File: src/rtl/ethernet_pkg.sv
// ethernet_pkg -- Ethernet II constants shared by the NetTLP receive path.
// No ports; imported by eth_decap_core.
package ethernet_pkg;

    localparam logic [15:0] ETH_P_IP      = 16'h0800;
    localparam logic [47:0] ETH_BCAST_MAC = 48'hFFFF_FFFF_FFFF;

endpackage : ethernet_pkg

File: src/rtl/ip_pkg.sv
// ip_pkg -- IPv4 constants shared by the NetTLP receive path.
// No ports; imported by eth_decap_core.
package ip_pkg;

    localparam logic [7:0] IPPROTO_UDP = 8'd17;
    // Version 4 with a 20-byte header; options are not supported.
    localparam logic [7:0] IPV4_VERIHL = 8'h45;

endpackage : ip_pkg

File: src/rtl/nettlp_pkg.sv
// nettlp_pkg -- NetTLP framing: header beat count, header byte offsets,
// the PCIe-TX FIFO word and a header field capture helper.
// No ports; imported by eth_decap_core.
package nettlp_pkg;

    // Eth 14 + IPv4 20 + UDP 8 + NetTLP 6 = 48 B = 6 beats of 64 bits.
    localparam int unsigned HDR_BEATS = 6;

    // Byte offsets of the header fields inside the frame.
    localparam int unsigned OFF_DSTMAC = 0;
    localparam int unsigned OFF_ETYPE  = 12;
    localparam int unsigned OFF_VERIHL = 14;
    localparam int unsigned OFF_PROTO  = 23;
    localparam int unsigned OFF_DADDR  = 30;
    localparam int unsigned OFF_DPORT  = 36;
    localparam int unsigned OFF_SEQ    = 42;
    localparam int unsigned OFF_TSTAMP = 44;

    typedef struct packed {
        logic        err;
        logic        tlast;
        logic [7:0]  tkeep;
        logic [63:0] tdata;
    } PCIE_FIFO64_TX;

    typedef struct packed {
        logic [15:0] seq;
        logic [31:0] tstamp;
    } nettlp_hdr_t;

    // Overlays the bytes of a network-order field (up to 8 bytes, starting
    // at frame byte 'off') that live in beat 'beat' onto 'cur'. The first
    // frame byte of the field lands in the most significant byte.
    function automatic logic [63:0] hdr_field_capture(
        input logic [63:0] cur,
        input int unsigned off,
        input int unsigned nbytes,
        input int unsigned beat,
        input logic [63:0] tdata
    );
        logic [63:0] r;
        r = cur;
        for (int unsigned k = 0; k < 8; k++) begin
            if (k < nbytes && ((off + k) >> 3) == beat) begin
                r[8*(nbytes-1-k) +: 8] = tdata[8*((off + k) & 7) +: 8];
            end
        end
        return r;
    endfunction

    function automatic logic [15:0] sat_inc16(input logic [15:0] v);
        return (v == 16'hFFFF) ? v : v + 16'd1;
    endfunction

endpackage : nettlp_pkg

File: src/rtl/eth_decap_core.sv
// eth_decap_core -- strips the Eth/IPv4/UDP/NetTLP header from a 64-bit
// AXI-Stream receive path and forwards the TLP payload, unregistered, into
// the PCIe-TX FIFO. Frames with a foreign header are dropped whole.
//
// Ports:
//   eth_clk, eth_rst_n           clock, asynchronous active-low reset
//   eth_rx_t*                    AXI-Stream input (tuser = bad frame, on tlast)
//   adapter_reg_srcip/srcmac     local IP / MAC address
//   wr_en, din, full             PCIe-TX FIFO write side
//   last_seq, last_tstamp        NetTLP seq/tstamp of the last accepted frame
//   cnt_rx, cnt_drop             saturating accepted / dropped frame counters
//
// Build option: define ETH_DECAP_DSTMAC_CHECK_EN to also require the
// destination MAC to be adapter_reg_srcmac or broadcast.
module eth_decap_core #(
    parameter int unsigned HDR_BEATS      = nettlp_pkg::HDR_BEATS,
    parameter logic [15:0] UDP_DPORT_BASE = 16'h3000,
    parameter int unsigned UDP_DPORT_SPAN = 16
) (
    input  logic                      eth_clk,
    input  logic                      eth_rst_n,
    input  logic                      eth_rx_tvalid,
    output logic                      eth_rx_tready,
    input  logic [63:0]               eth_rx_tdata,
    input  logic [7:0]                eth_rx_tkeep,
    input  logic                      eth_rx_tlast,
    input  logic                      eth_rx_tuser,
    input  logic [31:0]               adapter_reg_srcip,
    input  logic [47:0]               adapter_reg_srcmac,
    output logic                      wr_en,
    output nettlp_pkg::PCIE_FIFO64_TX din,
    input  logic                      full,
    output logic [15:0]               last_seq,
    output logic [31:0]               last_tstamp,
    output logic [15:0]               cnt_rx,
    output logic [15:0]               cnt_drop
);
    import nettlp_pkg::*;
    import ethernet_pkg::*;
    import ip_pkg::*;

    localparam int unsigned CNT_W     = (HDR_BEATS > 1) ? $clog2(HDR_BEATS) : 1;
    localparam logic [CNT_W-1:0] LAST_BEAT = CNT_W'(HDR_BEATS - 1);

    // 17-bit window bounds so BASE+SPAN cannot wrap past 16'hFFFF.
    localparam logic [16:0] DPORT_LO = {1'b0, UDP_DPORT_BASE};
    localparam logic [16:0] DPORT_HI = DPORT_LO + 17'(UDP_DPORT_SPAN);

    typedef enum logic [1:0] {IDLE, HDR, PAYLOAD, DROP} state_t;

    state_t           state_q, state_d;
    logic [CNT_W-1:0] beat_cnt_q, beat_cnt_d;
    logic [15:0]      etype_q, etype_d;
    logic [7:0]       verihl_q, verihl_d;
    logic [7:0]       proto_q, proto_d;
    logic [31:0]      daddr_q, daddr_d;
    logic [15:0]      dport_q, dport_d;
    nettlp_hdr_t      tlp_hdr_q, tlp_hdr_d;    // header of the frame in flight
    nettlp_hdr_t      last_hdr_q, last_hdr_d;  // header of the last accepted frame
    logic [15:0]      cnt_rx_q, cnt_rx_d;
    logic [15:0]      cnt_drop_q, cnt_drop_d;
    // Holds tready low from reset until the first clock after release.
    logic             tready_en_q;

`ifdef ETH_DECAP_DSTMAC_CHECK_EN
    logic [47:0]      dstmac_q, dstmac_d;
    logic             dstmac_ok;
`else
    // Destination MAC is not examined in this build.
    logic             unused_srcmac;
    assign unused_srcmac = ^adapter_reg_srcmac;
`endif

    logic        xfer;
    logic        hdr_xfer;
    logic        hdr_accept;
    logic [31:0] beat_idx;

    assign eth_rx_tready = tready_en_q && ((state_q != PAYLOAD) || !full);
    assign xfer          = eth_rx_tvalid && eth_rx_tready;
    assign hdr_xfer      = xfer && ((state_q == IDLE) || (state_q == HDR));
    assign beat_idx      = 32'(beat_cnt_q);

    assign last_seq    = last_hdr_q.seq;
    assign last_tstamp = last_hdr_q.tstamp;
    assign cnt_rx      = cnt_rx_q;
    assign cnt_drop    = cnt_drop_q;

    always_comb begin
        state_d    = state_q;
        beat_cnt_d = beat_cnt_q;
        etype_d    = etype_q;
        verihl_d   = verihl_q;
        proto_d    = proto_q;
        daddr_d    = daddr_q;
        dport_d    = dport_q;
        tlp_hdr_d  = tlp_hdr_q;
        last_hdr_d = last_hdr_q;
        cnt_rx_d   = cnt_rx_q;
        cnt_drop_d = cnt_drop_q;
        wr_en      = 1'b0;
        din        = '0;
`ifdef ETH_DECAP_DSTMAC_CHECK_EN
        dstmac_d   = dstmac_q;
`endif

        // Fields are captured from the current beat as well, so the accept
        // decision on the final header beat sees the complete header.
        if (hdr_xfer) begin
            etype_d          = 16'(hdr_field_capture(64'(etype_q), OFF_ETYPE, 2, beat_idx, eth_rx_tdata));
            verihl_d         = 8'(hdr_field_capture(64'(verihl_q), OFF_VERIHL, 1, beat_idx, eth_rx_tdata));
            proto_d          = 8'(hdr_field_capture(64'(proto_q), OFF_PROTO, 1, beat_idx, eth_rx_tdata));
            daddr_d          = 32'(hdr_field_capture(64'(daddr_q), OFF_DADDR, 4, beat_idx, eth_rx_tdata));
            dport_d          = 16'(hdr_field_capture(64'(dport_q), OFF_DPORT, 2, beat_idx, eth_rx_tdata));
            tlp_hdr_d.seq    = 16'(hdr_field_capture(64'(tlp_hdr_q.seq), OFF_SEQ, 2, beat_idx, eth_rx_tdata));
            tlp_hdr_d.tstamp = 32'(hdr_field_capture(64'(tlp_hdr_q.tstamp), OFF_TSTAMP, 4, beat_idx, eth_rx_tdata));
`ifdef ETH_DECAP_DSTMAC_CHECK_EN
            dstmac_d         = 48'(hdr_field_capture(64'(dstmac_q), OFF_DSTMAC, 6, beat_idx, eth_rx_tdata));
`endif
        end

        hdr_accept = (etype_d == ETH_P_IP)
                  && (verihl_d == IPV4_VERIHL)
                  && (proto_d == IPPROTO_UDP)
                  && (daddr_d == adapter_reg_srcip)
                  && ({1'b0, dport_d} >= DPORT_LO)
                  && ({1'b0, dport_d} < DPORT_HI);
`ifdef ETH_DECAP_DSTMAC_CHECK_EN
        dstmac_ok  = (dstmac_d == adapter_reg_srcmac) || (dstmac_d == ETH_BCAST_MAC);
        hdr_accept = hdr_accept && dstmac_ok;
`endif

        unique case (state_q)
            IDLE, HDR: begin
                if (hdr_xfer) begin
                    if (eth_rx_tlast) begin
                        // Runt, or header with no payload: nothing written.
                        state_d    = IDLE;
                        beat_cnt_d = '0;
                        cnt_drop_d = sat_inc16(cnt_drop_q);
                    end else if (beat_cnt_q == LAST_BEAT) begin
                        state_d    = hdr_accept ? PAYLOAD : DROP;
                        beat_cnt_d = '0;
                    end else begin
                        state_d    = HDR;
                        beat_cnt_d = beat_cnt_q + 1'b1;
                    end
                end
            end
            PAYLOAD: begin
                if (xfer) begin
                    wr_en     = 1'b1;
                    din.tdata = eth_rx_tdata;
                    din.tkeep = eth_rx_tkeep;
                    din.tlast = eth_rx_tlast;
                    din.err   = eth_rx_tlast && eth_rx_tuser;
                    if (eth_rx_tlast) begin
                        state_d    = IDLE;
                        cnt_rx_d   = sat_inc16(cnt_rx_q);
                        last_hdr_d = tlp_hdr_q;
                    end
                end
            end
            DROP: begin
                if (xfer && eth_rx_tlast) begin
                    state_d    = IDLE;
                    cnt_drop_d = sat_inc16(cnt_drop_q);
                end
            end
            default: begin
                state_d    = IDLE;
                beat_cnt_d = '0;
            end
        endcase
    end

    always_ff @(posedge eth_clk or negedge eth_rst_n) begin
        if (!eth_rst_n) begin
            state_q     <= IDLE;
            beat_cnt_q  <= '0;
            etype_q     <= '0;
            verihl_q    <= '0;
            proto_q     <= '0;
            daddr_q     <= '0;
            dport_q     <= '0;
            tlp_hdr_q   <= '0;
            last_hdr_q  <= '0;
            cnt_rx_q    <= '0;
            cnt_drop_q  <= '0;
            tready_en_q <= 1'b0;
`ifdef ETH_DECAP_DSTMAC_CHECK_EN
            dstmac_q    <= '0;
`endif
        end else begin
            state_q     <= state_d;
            beat_cnt_q  <= beat_cnt_d;
            etype_q     <= etype_d;
            verihl_q    <= verihl_d;
            proto_q     <= proto_d;
            daddr_q     <= daddr_d;
            dport_q     <= dport_d;
            tlp_hdr_q   <= tlp_hdr_d;
            last_hdr_q  <= last_hdr_d;
            cnt_rx_q    <= cnt_rx_d;
            cnt_drop_q  <= cnt_drop_d;
            tready_en_q <= 1'b1;
`ifdef ETH_DECAP_DSTMAC_CHECK_EN
            dstmac_q    <= dstmac_d;
`endif
        end
    end

endmodule : eth_decap_core

File: config.mk
export PLATFORM = sky130hd
export DESIGN_NAME = eth_decap_core
export DESIGN_NICKNAME = d
export VERILOG_FILES = /design/src/rtl/ethernet_pkg.sv /design/src/rtl/ip_pkg.sv /design/src/rtl/nettlp_pkg.sv /design/src/rtl/eth_decap_core.sv
export SDC_FILE = /design/constraint.sdc
export NUM_CORES = 1
export LEC_CHECK = 0
export BUFFER_PORTS_ARGS = -buffer_cell sky130_fd_sc_hd__buf_2
export CORE_MARGIN = 5
export CORE_UTILIZATION = 40
export DETAILED_ROUTE_END_ITERATION = 10
export PLACE_DENSITY = 0.66
export SLEW_MARGIN = 40
export SYNTH_ARGS = -nofsm -noshare
export SYNTH_HDL_FRONTEND = slang
export SYNTH_SLANG_ARGS = --single-unit
File: constraint.sdc
create_clock -name eth_clk -period 4.8 [get_ports eth_clk]
set_input_delay 1.44 -clock eth_clk [delete_from_list [all_inputs] [get_ports eth_clk]]
set_output_delay 1.44 -clock eth_clk [all_outputs]
set_load 0.01 [all_outputs]
==> results of run 1 <==
layout by cell type, fill, tap and decap left out, drive strengths merged, types with 2 or more instances in the layout:
master	synthesis	routed
buf	8	278
dfrtp	210	210
nand2	162	162
mux2	125	125
and2	76	76
xnor2	42	42
clkbuf	25	29
nor2	19	19
nand4	16	16
xor2	14	14
nand3	11	11
inv	8	10
nor4b	6	6
nor4	6	6
and4	5	5
and3	5	5
o21ai	5	5
a21oi	4	4
nor3	4	4
bufinv	0	4
clkinv	1	4
nand4b	4	4
or4	3	3
nand2b	3	3
ha	3	3
nand3b	2	2
mux2i	2	2
a22o	2	2
clkinvlp	0	2
or3	2	2
a31oi	2	2
worst reg2reg max path, stage by stage, from the launching register on:
cell	delay (ns)
dfrtp_1	0.44
and2_1	0.16
ha_1	0.14
nand4b_1	0.36
mux2i_1	0.26
a22o_1	0.25
a2111oi_0	0.56
o2111ai_1	0.25
nor4_2	0.32
a21oi_1	0.11
cell families (layout without fill, tap and decap cells):
group	after synthesis	count (layout)	synth area share, %
other cells	1	1	0.04088
compound gates	20	20	1.528
simple gates	329	329	18.03
flops	210	210	57.28
fa+ha+maj	3	3	0.4092
buf+inv	42	327	1.759
mux	127	127	15.60
xor+xnor	56	56	5.346
cell type report:
type                       count  area [um2]  share of cell area [%]
sequential                   210        5255                   45.09
multi-input combinational    536        3774                   32.38
timing repair buffer         278        1434                   12.30
clock buffer                  29       638.1                   5.475
tap                          285       356.6                   3.060
clock inverter                11       163.9                   1.406
inverter                       9       33.78                  0.2899
cell usage after synthesis (6+ instances only):
cell type / number / share of area (%)
and2_1: 75 / 5.1
clkbuf_1: 25 / 1.0
dfrtp_1: 210 / 57
inv_1: 8 / 0.33
mux2_2: 124 / 15
nand2_1: 162 / 6.6
nand3_1: 11 / 0.60
nand4_1: 16 / 1.1
nor2_1: 19 / 0.78
nor4b_1: 6 / 0.57
xnor2_1: 42 / 4.0
xor2_1: 14 / 1.3
state kept, by name, summed over array words and instances (netlist names):
name / cells
cnt_rx: 16
cnt_drop: 16
etype_q: 16
proto_q: 8
daddr_q: 32
tlp_hdr_q: 48
last_seq: 16
last_tstamp: 32
verihl_q: 8
dport_q: 12
tready_en_q: 1
state_q: 2
beat_cnt_q: 3
report_power, final:
part / switching (mW) / total, mW / internal, mW
Combinational: 0.409 / 0.989 / 0.580
Clock: 0.705 / 1.86 / 1.15
Sequential: 0.261 / 2.56 / 2.30
per-layer routing:
layer | vias up | GRT usage (%) | share of wire [%]
li1 | 3196 | - | -
met1 | 3219 | 24.77 | 45
met2 | 182 | 29.00 | 46
met3 | 43 | 3.955 | 5.8
met4 | 8 | 4.265 | 2.4
met5 | - | 0 | 0.17
worst paths after layout:
kind                                      startpoint                        to  cells past startpoint
hold / removal             tlp_hdr_q[42]$_DFFE_PN0P_  last_seq[10]$_DFFE_PN0P_                      2
hold reg to reg            tlp_hdr_q[42]$_DFFE_PN0P_  last_seq[10]$_DFFE_PN0P_                      2
setup / recovery                                full                   din[43]                      8
min in group asynchronous                  eth_rst_n   cnt_drop[6]$_DFFE_PN0P_                      1
setup reg to reg           beat_cnt_q[0]$_DFFE_PN0P_    state_q[0]$_DFFE_PN0P_                      9
max in group asynchronous                  eth_rst_n      proto_q[2]$_DFF_PN0_                      2
stage by stage:
step / instance area (um2) / power (mW) / instances
after floorplan: 9174 / 3.245 / 788
after global placement: 10850 / 3.545 / 1318
after detailed placement: 10850 / 3.600 / 1318
after CTS: 11650 / 5.492 / 1358
after global routing: 11650 / 5.722 / 1358
final: 11650 / 5.412 / 1358
==> out/results.tsv, run 1 <==
stage	metric	value	unit
die	Die Wd	161.4	um
final_layout	nets	1219	
routing	number of DRC markers in iteration 0	338	
run	Max-Cap Viols	0	
sta	Setup-failing EPs final	0	
die	Rows	55	
yosys	Post-Syn Area	0.009174	mm2
placed_design	DP HPWL	16.78	mm
yosys	Post-synth ARST share	100.0	%
outcome	status	complete, no violations	
hold_path	Worst Hold Class	flop to flop	
pwr	Peak supply drop	0.2294	mV
sta	Final Max Slew Viols	0	
clock_tree	CTS tree	built	
sta	Tcrit/Tclk final	84.33	%
sta	unrepaired setup endpoints after global routing	false	
die	num ports	314	
global_route	initial antenna violation count	4	
clock_tree	cts repair resizes	0	
die	Die ar.	0.02606	mm2
global_route	vias in the first global route	6998	
sta	slew margin rel.	52.16	%
worst_setup_path	R2R Setup Slk	1.84	ns
final_layout	Fillers	2071	
final_layout	area delta synth->final	27.05	%
worst_setup_path	critical path capture point type	primary output	
worst_setup_path	Critical Path Source Type	primary input	
sta	worst slew pin tran	0.6995	ns
yosys	post-synth net total	949	
sta	post-route setup slack	0.7521	ns
sta	Hold Violations, Final	0	
routing	final WL	23.36	mm
pwr	PwrDens	464.4	mW/mm2
sta	hold_ws	0.4637	ns
routing	DR vias	6648	
sta	Sum Neg Setup Slack	0	ns
clock_tree	H-tree levels	1	
global_route	GRT Total Usage	17.92	%
routing	Post-DRT Antenna Nets	0	
worst_setup_path	Critical Path RT	3.36	ns
die	core area	0.02264	mm2
die	Die Y	161.4	um
pwr	cell leakage power	6.199	nW
placed_design	routability-driven placement congestion ratio	0.7844	
worst_setup_path	Worst path top cell family by delay	buffers and inverters	
clock_tree	Clk pin slew, worst setup/hold paths	0.06	ns
clock_tree	total CTS buffers	23	
worst_setup_path	slowest CP cell	buf_4	
clock_tree	Worst-Skew Late Latency	0.50	ns
clock_tree	clock root buffer	clkbuf_16	
yosys	Distinct cells, synth	48	
yosys	#FFs+latches synth	210	
yosys	main flop type after synthesis	dfrtp_1	
clock_tree	cts hold-fix bufs	0	
yosys	register area share after synthesis	57.28	%
final_layout	n_diodes	0	
yosys	Yosys warnings	0	
clock_tree	Sink Count	210	
routing	wire length per cell	17.20	um
worst_setup_path	Cell Chain, Critical Path	buf_2 > inv_1 > o21a_1 > nand2_1 > nor2_4 > buf_4 > and2_1 > buf_2	
die	starting density of the core	40.52	%
clock_tree	Max clock buf depth	3	
routing	DRT Pass-1 Iters	4	
worst_setup_path	CP arrival	2.61	ns
global_route	GRT overflow	0	
final_layout	share of cells above drive strength 1	41.75	%
global_route	first-pass GRT wire length	38.09	mm
sta	Max Fclk	247.0	MHz
clock_tree	setup bufs post-CTS	0	
worst_setup_path	most used cell, CP	buf_2	
worst_setup_path	CP Max Fanout	41	
routing	post-DR vias/cell	4.895	
yosys	number of synthesized flops with an enable pin	0	
worst_setup_path	crit-path max cell delay	0.32	ns
worst_setup_path	Setup CP Type	primary input to primary output	
worst_setup_path	Buf/Inv on CP	4	
yosys	Gate Count Post-Synth	788	
routing	# DRC	0	
final_layout	fin util	51.48	%
global_route	largest net degree at the start of global routing	96	
sta	Worst Skew	0.01152	ns
placed_design	I/O Buffers	265	
placed_design	worst slack, placed	0.7396	ns
yosys	Avg Cell Area, Syn	11.64	um2
sta	min Tclk post-route	4.048	ns
(Power assumes the default switching activity.)
==> run 2, diff against run 1 <==
Clock period 4.8 ns to 4.1 ns, I/O delays scaled along.
==> run 2 against run 1 <==
Effect of this change: design area grew 0.17%; hold slack lost 0.00050 ns; worst setup slack got worse by 0.35 ns; critical path type unchanged; critical endpoint is now din[73].
==> out/results.tsv, run 2 (synthesis results as in run 1) <==
stage	metric	value	unit
clock_tree	CTS tree	built	
routing	final WL	23.48	mm
global_route	largest net degree at the start of global routing	75	
global_route	GRT overflow	0	
final_layout	most common cell after layout, fill and taps aside	buf_2	
clock_tree	cts repair resizes	0	
clock_tree	Sink Count	210	
final_layout	Fillers	2031	
sta	Max Fclk	270.3	MHz
sta	Setup-failing EPs final	0	
sta	worst slew pin tran	0.7101	ns
final_layout	Reg with most FFs	tlp_hdr_q	
placed_design	worst slack, placed	0.3874	ns
final_layout	area taken by multi-input logic gates	0.003774	mm2
worst_setup_path	Critical Path Source Type	primary input	
clock_tree	total CTS buffers	24	
sta	Worst Skew	0.01105	ns
global_route	first-pass GRT wire length	38.16	mm
sta	unrepaired setup endpoints after global routing	false	
clock_tree	clock root buffer	clkbuf_16	
routing	# DRC	0	
sta	Sum Neg Setup Slack	0	ns
worst_setup_path	Crit. Startpoint	eth_rx_tvalid	
final_layout	max reg flops	48	
pwr	PwrDens	537.9	mW/mm2
worst_setup_path	crit-path max cell delay	0.62	ns
routing	WL met3	1.513	mm
clock_tree	Clk pin slew, worst setup/hold paths	0.06	ns
pwr	cell leakage power	6.213	nW
routing	DRT Pass-1 Iters	5	
worst_setup_path	slowest CP cell	or3_2	
placed_design	I/O Buffers	265	
worst_setup_path	most used cell, CP	buf_2	
run	Max-Cap Viols	0	
routing	Max Used Layer	met5	
routing	met2 WL	11.11	mm
routing	post-DR vias/cell	4.916	
pwr	Peak supply drop	0.2911	mV
die	core area	0.02264	mm2
global_route	GRT Total Usage	18.01	%
die	Die Y	161.4	um
worst_setup_path	FF-to-FF Start	beat_cnt_q[1]$_DFFE_PN0P_	
sta	slew margin rel.	51.44	%
placed_design	routability-driven placement congestion ratio	0.8043	
die	num ports	314	
final_layout	share of cells above drive strength 1	41.78	%
routing	wire length per cell	17.24	um
placed_design	DP HPWL	16.77	mm
global_route	vias in the first global route	7029	
final_layout	most frequent cells in the layout	264 x buf_2, 210 x dfrtp_1, 162 x nand2_1	
routing	number of DRC markers in iteration 0	322	
worst_setup_path	Cell Chain, Critical Path	buf_2 > nand3_1 > or3_2 > inv_2 > and2_1 > buf_2	
sta	Final Max Slew Viols	0	
clock_tree	Worst-Skew Late Latency	0.51	ns
sta	hold_ws	0.4632	ns
final_layout	area delta synth->final	27.26	%
worst_setup_path	critical path capture point type	primary output	
clock_tree	cts hold-fix bufs	0	
clock_tree	H-tree levels	1	
final_layout	register area	0.005255	mm2
sta	post-route setup slack	0.4000	ns
sta	Tcrit/Tclk final	90.24	%
clock_tree	Max clock buf depth	3	
final_layout	nets	1220	
routing	Post-DRT Antenna Nets	0	
die	Die ar.	0.02606	mm2
worst_setup_path	CP Max Fanout	5	
sta	Hold Violations, Final	0	
die	starting density of the core	40.52	%
die	Die Wd	161.4	um
outcome	status	complete, no violations	
routing	DR vias	6695	
routing	wl on met1	10.35	mm
worst_setup_path	Critical Path RT	2.87	ns
worst_setup_path	CP arrival	2.47	ns
clock_tree	setup bufs post-CTS	0	
hold_path	Worst Hold Class	flop to flop	
die	Rows	55	
hold_path	Hold Path Origin	tlp_hdr_q[43]$_DFFE_PN0P_	
sta	min Tclk post-route	3.700	ns
final_layout	n_diodes	0	
global_route	initial antenna violation count	4	
worst_setup_path	Setup CP Type	primary input to primary output	
[run 2: final cells by class]
cell class | instances | share of cell area [%]
Sequential cell | 210 | 45.01
Timing Repair Buffer | 278 | 12.50
Clock inverter | 6 | 0.2786
Tap cell | 285 | 3.054
Clock buffer | 38 | 6.548
Inverter | 9 | 0.2894
Multi-Input combinational cell | 536 | 32.32
[run 2: final timing paths]
| kind | end | slack [ns] | depth (start not counted) |
|---|---|---|---|
| worst min register to register | last_seq[11]$_DFFE_PN0P_ | 0.46 | 2 |
| worst max-delay path | din[73] | 0.40 | 6 |
| min in group asynchronous | last_tstamp[5]$_DFFE_PN0P_ | 0.67 | 1 |
| worst min-delay path | last_seq[11]$_DFFE_PN0P_ | 0.46 | 2 |
| max in group asynchronous | verihl_q[0]$_DFF_PN0_ | 2.66 | 2 |
| worst max register to register | state_q[0]$_DFFE_PN0P_ | 1.21 | 9 |
[run 2: worst max-delay path, delay by kind of cell]
| family | cells | cell delay, ns |
|---|---|---|
| buf+inv | 3 | 0.34 |
| simple gates | 3 | 0.90 |
[run 2: metal layers]
metal,vias up,track usage (%)
li1,3202,-
met1,3259,24.23
met2,185,30.07
met3,41,4.159
met4,8,3.645
met5,-,0
[run 2: stage by stage]
stage               cells  utilization [%]  instance area (um2)  total power [mW]
finish               1362            51.57                11670             6.280
CTS                  1362            51.57                11670             6.367
floorplan             788                -                 9174             3.799
global route         1362            51.57                11670             6.634
detailed placement   1318            48.05                10880             4.225
global placement     1318            48.05                10880             4.157
[run 2: power breakdown]
| group | switching (mW) | internal (mW) |
|---|---|---|
| clock network | 0.834 | 1.27 |
| logic | 0.488 | 0.683 |
| registers | 0.304 | 2.70 |
| total | 1.63 | 4.65 |
